### config.mk
export PLATFORM = sky130hd
export DESIGN_NAME = mc_control_fsm
export DESIGN_NICKNAME = d
export VERILOG_FILES = /design/src/rtl/mc_control_fsm.sv
export SDC_FILE = /design/constraint.sdc
export NUM_CORES = 1
export LEC_CHECK = 0
export BUFFER_PORTS_ARGS = -buffer_cell sky130_fd_sc_hd__buf_2
export CORE_MARGIN = 1
export CORE_UTILIZATION = 46
export CTS_CLUSTER_SIZE = 16
export DETAILED_ROUTE_END_ITERATION = 7
export GPL_ROUTABILITY_DRIVEN = 0
export PLACE_DENSITY = 0.89
export SYNTH_ARGS = -nofsm -noshare
export SYNTH_HDL_FRONTEND = slang
export SYNTH_SLANG_ARGS = --single-unit
export TNS_END_PERCENT = 30
### constraint.sdc
create_clock -name clk -period 1.61 [get_ports clk]
set_input_delay 0 -clock clk [delete_from_list [all_inputs] [get_ports clk]]
set_output_delay 0 -clock clk [all_outputs]
set_load 0.01 [all_outputs]
### src/rtl/mc_control_fsm.sv
// mc_control_fsm: multi-cycle control FSM for the RV32I R-type / lw / sw / beq subset.
// It sequences a shared-memory, shared-ALU datapath and counts retired instructions.
// Build option MC_ILLEGAL_TRAP_EN: when defined, an illegal instruction locks the FSM
// in TRAP until reset. When undefined, the instruction retires as a no-op and
// `illegal` pulses for one cycle.
module mc_control_fsm #(
    parameter int unsigned CNT_W = 32
) (
    input  logic             clk,
    input  logic             rst,
    input  logic [6:0]       op,
    input  logic [2:0]       f3,
    input  logic [6:0]       f7,
    input  logic             zero,
    input  logic             mem_ready,
    output logic             mem_req,
    output logic             mem_we,
    output logic             adr_src,
    output logic             ir_we,
    output logic             pc_we,
    output logic             pc_src,
    output logic             alu_src_b,
    output logic [2:0]       alu_ctrl,
    output logic             rf_we,
    output logic             result_src,
    output logic             illegal,
    output logic [3:0]       state,
    output logic [CNT_W-1:0] instret
);

    localparam logic [6:0] OP_R   = 7'b0110011;
    localparam logic [6:0] OP_LW  = 7'b0000011;
    localparam logic [6:0] OP_SW  = 7'b0100011;
    localparam logic [6:0] OP_BEQ = 7'b1100011;

    localparam logic [2:0] ALU_ADD = 3'b000;
    localparam logic [2:0] ALU_SUB = 3'b001;
    localparam logic [2:0] ALU_AND = 3'b010;
    localparam logic [2:0] ALU_OR  = 3'b011;
    localparam logic [2:0] ALU_SLT = 3'b101;

    typedef enum logic [3:0] {
        S_FETCH  = 4'd0,
        S_DECODE = 4'd1,
        S_ADDR   = 4'd2,
        S_MEM_RD = 4'd3,
        S_WB_MEM = 4'd4,
        S_MEM_WR = 4'd5,
        S_EXEC_R = 4'd6,
        S_WB_ALU = 4'd7,
        S_BRANCH = 4'd8,
        S_TRAP   = 4'd9
    } state_t;

    state_t           r_state;
    state_t           w_next;
    logic [CNT_W-1:0] r_instret;
    logic             w_retire;
    logic             w_bad;
    logic             w_r_ok;
    logic [2:0]       w_r_alu;

    assign state   = r_state;
    assign instret = r_instret;

    // Decode the R-type {funct7, funct3} pair into an ALU op and a legality flag.
    always_comb begin
        w_r_ok  = 1'b1;
        w_r_alu = ALU_ADD;
        case ({f7, f3})
            {7'b0000000, 3'b000}: w_r_alu = ALU_ADD;
            {7'b0100000, 3'b000}: w_r_alu = ALU_SUB;
            {7'b0000000, 3'b111}: w_r_alu = ALU_AND;
            {7'b0000000, 3'b110}: w_r_alu = ALU_OR;
            {7'b0000000, 3'b010}: w_r_alu = ALU_SLT;
            default:              w_r_ok  = 1'b0;
        endcase
    end

    // Next-state, retire strobe and control outputs; reset forces every output low.
    always_comb begin
        w_next     = r_state;
        w_retire   = 1'b0;
        w_bad      = 1'b0;
        mem_req    = 1'b0;
        mem_we     = 1'b0;
        adr_src    = 1'b0;
        ir_we      = 1'b0;
        pc_we      = 1'b0;
        pc_src     = 1'b0;
        alu_src_b  = 1'b0;
        alu_ctrl   = ALU_ADD;
        rf_we      = 1'b0;
        result_src = 1'b0;
        illegal    = 1'b0;
        case (r_state)
            S_FETCH: begin
                mem_req = 1'b1;
                if (mem_ready) begin
                    ir_we  = 1'b1;
                    pc_we  = 1'b1;
                    w_next = S_DECODE;
                end
            end
            S_DECODE: begin
                case (op)
                    OP_R:         w_next = S_EXEC_R;
                    OP_LW, OP_SW: w_next = S_ADDR;
                    OP_BEQ:       w_next = S_BRANCH;
                    default:      w_bad  = 1'b1;
                endcase
            end
            S_EXEC_R: begin
                alu_ctrl = w_r_alu;
                if (w_r_ok) w_next = S_WB_ALU;
                else        w_bad  = 1'b1;
            end
            S_WB_ALU: begin
                rf_we    = 1'b1;
                w_next   = S_FETCH;
                w_retire = 1'b1;
            end
            S_ADDR: begin
                alu_src_b = 1'b1;
                w_next    = (op == OP_SW) ? S_MEM_WR : S_MEM_RD;
            end
            S_MEM_RD: begin
                mem_req = 1'b1;
                adr_src = 1'b1;
                if (mem_ready) w_next = S_WB_MEM;
            end
            S_WB_MEM: begin
                rf_we      = 1'b1;
                result_src = 1'b1;
                w_next     = S_FETCH;
                w_retire   = 1'b1;
            end
            S_MEM_WR: begin
                mem_req = 1'b1;
                mem_we  = 1'b1;
                adr_src = 1'b1;
                if (mem_ready) begin
                    w_next   = S_FETCH;
                    w_retire = 1'b1;
                end
            end
            S_BRANCH: begin
                alu_ctrl = ALU_SUB;
                pc_src   = 1'b1;
                if (f3 == 3'b000) begin
                    pc_we    = zero;
                    w_next   = S_FETCH;
                    w_retire = 1'b1;
                end else begin
                    w_bad = 1'b1;
                end
            end
            S_TRAP: begin
                illegal = 1'b1;
            end
            default: w_next = S_FETCH;
        endcase

        // Illegal handling is applied last so it overrides the per-state next state.
        if (w_bad) begin
            illegal = 1'b1;
`ifdef MC_ILLEGAL_TRAP_EN
            w_next  = S_TRAP;
`else
            w_next   = S_FETCH;
            w_retire = 1'b1;
`endif
        end

        if (rst) begin
            mem_req    = 1'b0;
            mem_we     = 1'b0;
            adr_src    = 1'b0;
            ir_we      = 1'b0;
            pc_we      = 1'b0;
            pc_src     = 1'b0;
            alu_src_b  = 1'b0;
            alu_ctrl   = ALU_ADD;
            rf_we      = 1'b0;
            result_src = 1'b0;
            illegal    = 1'b0;
        end
    end

    // State register and retired-instruction counter.
    always_ff @(posedge clk or posedge rst) begin
        if (rst) begin
            r_state   <= S_FETCH;
            r_instret <= '0;
        end else begin
            r_state <= w_next;
            if (w_retire) r_instret <= r_instret + CNT_W'(1);
        end
    end

endmodule

# After elaboration in Yosys (flattened, before gate mapping)
# Index checks and enable logic that the tools add are counted.
# op_classes
mux	43
eq_ne	24
n_reduce_logical	10
addsub	1
# ops
cell	count
32-bit by 1-bit adder with 32-bit output, second input constant	1
4-bit one-hot mux with 8 select lines	1
1-bit 2-to-1 mux	28
4-bit 2-to-1 mux	6
10-bit by 3-bit equality test with 1-bit output, second input constant	2
4-bit by 3-bit equality test with 1-bit output, second input constant	4
3-bit != test, second input constant	5
7-bit by 6-bit equality test with 1-bit output, second input constant	2
3-bit one-hot mux with 4 select lines	1
4-bit one-hot mux with 3 select lines	1
10-bit by 2-bit equality test with 1-bit output, second input constant	1
10-bit by 9-bit equality test with 1-bit output, second input constant	1
10-bit zero test	1
4-bit by 2-bit equality test with 1-bit output, second input constant	2
4-bit equality test, second input constant	2
7-bit by 2-bit equality test with 1-bit output, second input constant	1
7-bit equality test, second input constant	1
7-bit AND reduction	1
3-bit 2-to-1 mux	2
1-bit one-hot mux with 3 select lines	2
3-bit one-hot mux with 2 select lines	1
2-bit OR reduction	3
5-bit != test, second input constant	1
5-bit OR reduction	1
7 further kinds	7
# word_totals
ff_bits	36
out_inout_bits	49
inputBits	21
wordCells	80

# Longest topological paths before layout
# logic_depth
depth_word	7
ltp_mapped	8
ltp_nobuf	6

# Worst setup path after synthesis
# Ideal clock, no wire load.
# synth_path
path_kind	flip-flop to flip-flop
start	register r_state[2] (netlist: state[2])
end	register r_instret[24] (netlist: instret[24])
n_path_buf	2
setup_ns	0.126
t_required_ns	1.484
arrival_time_ns	1.645
stages_incl_launch_ff	9
setup_slack_ns	-0.161
path_cell_list	dfrtp_1 -> or2_2 -> o22ai_1 -> a31o_2 -> or2_1 -> buf_6 -> buf_6 -> nand4_2 -> xnor2_1
# synth_via
elab_chain_len	4
# synth_rtl
item	line_no	text
from (decl)	55	state_t r_state;
from (signal assigned)	196	r_state <= w_next;
4-bit by 3-bit equality test with 1-bit output	96	case (r_state)
2-bit OR reduction (no line)	-	
1-bit one-hot mux with 3 select lines	96	
1-bit 2-to-1 mux *	165	if (w_bad) begin
to (signal assigned)	197	if (w_retire) r_instret <= r_instret + CNT_W'(1);
to (decl)	57	logic [CNT_W-1:0] r_instret;
# Mark *: on every way between the ends. The rest lies on a longest branch, timed or not.
# A chain may end at the register's enable or synchronous reset.

# Final worst setup path
# layout_path
start	register r_state[2] (netlist: state[2])
end	output illegal
# layout_via
elab_chain_len	4
# layout_rtl
item	line_no	text
4-bit equality test (tied with other cells)	96	
1-bit one-hot mux with 3 select lines or 1-bit 2-to-1 mux (tied branches)	96	
1-bit 2-to-1 mux *	165	
1-bit 2-to-1 mux *	175	if (rst) begin
to (decl)	26	output logic illegal,
# Marks and branches as above.

==> flow_summary.yaml <==
run_status:
  status: "finished, violations left"
  violations: "negative setup slack"
floorplanning:
  io_pins: 70
  start_util_pct: 48.5
  core_area_mm2: 0.00441
  dieWidth_um: 70.2
  fp-row-count: 24
  die_y_um: 70.2
  dieArea_mm2: 0.00493
timing:
  rsz0062_at_grt: "true"
  slew_headroom_pct: 54.5
  fmax_mhz: 543
  finalWorstSetupSlack_ns: -0.233
  setup_viol: 40
  slew_viol_final: 0
  finalHoldViolations: 0
  setup_tns_ns: -5.31
  fin_worst_skew_ns: 0.00880
  max_slew.worst_pin.slew_ns: 0.677
  layout_min_cycle_time_ns: 1.84
  period_share_pct: 114
synth:
  ys_seq_area_share_pct: 42.1
  ys_types: 50
  synthAdderAreaFrac_pct: 0.585
  ys_ff_latch: 36
  yosys.area_share.xor_xnor_pct: 13.5
  syn-cell-area_mm2: 0.00214
  yosysWarnings: 0
  synth_top_family_by_area: "simple AND/OR/NAND/NOR gates"
  synth_area_per_cell_um2: 9.51
  synth-simple-area-share_pct: 32.6
  synth_mux_area_share_pct: 0.526
  synthCells: 225
  syn_nets: 247
  synth_compound_area_share_pct: 7.72
route:
  firstDrtPassIters: 5
  vias: 2291
  drc_errors: 0
  antenna_left: 0
  routedWlPerCell_um: 16.4
  post_drt_via_cell_ratio: 5.68
  first_iter_violations: 139
  drt-total-wl_um: 6610
worst_setup_path:
  cp-start-kind: "register"
  critPathLaunch: "state[2]"
  critPathArrivalTime_ns: 1.84
  r2r-start: "state[2]"
  cp_max_fo: 7
  critPathSlowestCell: "dfrtp_2"
  crit_required_ns: 1.61
  crit_chain: "and2b_1 > nand2_2 > o2bb2ai_4 > buf_6 > nor2_2 > a21oi_1 > buf_2"
  crit_family: "flip-flops"
  criticalPathCategory: "register to primary output"
  crit_buf_inv: 2
  endpoint_kind: "primary output"
  cpPeakStageDelay_ns: 0.48
clock_network:
  h-tree-depth: 2
  numCtsBuffers: 5
  root_buffer: "clkbuf_8"
  clockBufferDepth: 2
  clock-sinks: 36
  clk-insertion-delay-late_ns: 0.30
  cts_tree: "done"
  clk_pin_slew_worst_paths_ns: 0.08
finish:
  layoutNonFillerInstCount: 403
  antenna_cells: 0
  drive_gt1_share_pct: 50.1
  final_nets: 372
  final-seq-area_um2: 906
  n_fill_cell: 271
  syn_to_final_growth_pct: 51.5
  multi_input_area_mm2: 0.00134
grt:
  grt_pass1_wl_um: 10500
  grt_max_degree: 24
  overflow: 0
  antenna_found_initial: 0
  track_usage_pct: 27.1
  grt_pass1_vias: 2236
pwr:
  vdd_drop_max_mv: 0.867
  power_leakage_nw: 1.60
  power.density_mw_per_mm2: 1330
placement:
  io_buffers: 69
  dpl.cell_count: 380
  dp_hpwl_um: 4120
hold_path:
  min_path_type: "primary input to register"
  min-delay-start: "op[6]"
job:
  maxCapViolations: 0
-- power by group --
group	leakage, nW	switching [mW]	total, mW	internal, mW
combinational	1.10	1.14	2.32	1.17
clock	0.0541	0.360	0.819	0.458
sequential	0.449	0.151	1.19	1.04
total	1.60	1.66	4.33	2.67
-- synth_stat cells, drive strengths merged --
cell type	n	area share [%]
a211oi	1	0.35
a21o	1	0.35
a21oi	8	1.9
a31o	1	0.41
and2	1	0.29
and2b	1	0.35
and3	6	1.8
and4	1	0.41
and4b	1	0.47
buf	2	1.1
clkbuf	4	0.70
dfrtp	36	42
ha	1	0.58
inv	7	1.2
mux2	1	0.53
nand2	19	3.3
nand2b	7	2.0
nand3	13	4.2
nand3b	1	0.35
nand4	5	1.8
nand4bb	1	0.53
nor2	24	4.2
nor2b	4	1.2
nor3	17	4.7
nor3b	2	0.70
nor4	6	3.0
nor4b	2	0.82
nor4bb	1	0.47
o2111ai	1	0.41
o21a	1	0.35
o21ai	3	1.1
o221ai	1	0.41
o22ai	1	0.29
o2bb2ai	1	0.70
o31ai	3	1.1
o32a	1	0.47
or2	3	0.88
or3	1	0.29
or3b	1	0.41
or4	1	0.35
xnor2	19	7.8
xor2	14	5.7
-- layer usage --
layer	track usage [%]	part of all wire [%]	routed length, µm
met1	33.0	38	2520
met2	45.3	50	3320
met3	4.62	7.0	464
met4	15.3	4.6	307
met5	0	0	0
-- layout make-up --
cell class	count	share of cell area (%)
Tap cell	52	2.01
Clock inverter	3	1.31
Inverter	7	0.810
Timing Repair Buffer	124	24.6
Multi-Input combinational cell	176	41.2
Clock buffer	5	2.12
Sequential cell	36	27.9
-- worst paths after layout --
path / to / slack [ns] / depth (start not counted)
min in group asynchronous: state[0] / 0.39 / 4
max reg2reg: instret[1] / -0.20 / 6
min: state[3] / 0.14 / 3
min reg2reg: instret[31] / 0.48 / 1
max: illegal / -0.23 / 7
max in group asynchronous: instret[25] / 1.02 / 4
-- kinds of logic (layout without fill, tap and decap cells) --
group | after synthesis | in the layout
compound gates | 23 | 23
xor+xnor | 33 | 33
fa+ha+maj | 1 | 1
buf+inv | 13 | 139
flops | 36 | 36
mux | 1 | 1
simple gates | 118 | 118
-- registers in the layout (all words and copies together) (netlist names) --
register,cells
state,4
instret,32
-- cell usage in the layout (no fill, tap or decap), types with 6 or more instances in the layout --
cell      n
nor3_1   11
xor2_1   14
buf_4    44
nand2_1  18
dfrtp_1  32
nand3_1   8
xnor2_1  18
buf_6    10
nor2_1   17
nor2_2    6
a21oi_1   8
buf_2    69
inv_1     7
-- through the flow --
step	setup slack, ns	area, µm²	power, mW	hold slack [ns]	utilization [%]
after floorplan	-0.0590	2180	2.25	0.0441	-
after global placement	-0.0830	2850	2.85	0.123	64.6
after detailed placement	-0.156	2850	2.90	0.134	64.6
after CTS	-0.152	3130	4.03	0.102	70.8
after global routing	-0.290	3240	4.51	0.124	73.4
final	-0.233	3240	4.33	0.139	73.4
-- worst register-to-register path: stages (launching register included) --
cell and delay [ns]:
dfrtp_2 0.48, nand2_1 0.15, o22ai_1 0.09, a31o_2 0.25
or2_4 0.29, buf_6 0.14, mux2_1 0.31
-- what timing repair did --
item,4_1_cts,5_1_grt
hold buffers,1,0
pin swaps,9,6
buffers inserted,8,5
resized for setup,21,14
hold endpoints to repair,36,0
gates cloned,1,0
setup endpoints to repair,33,45
Power figures use the tool's default switching activity.
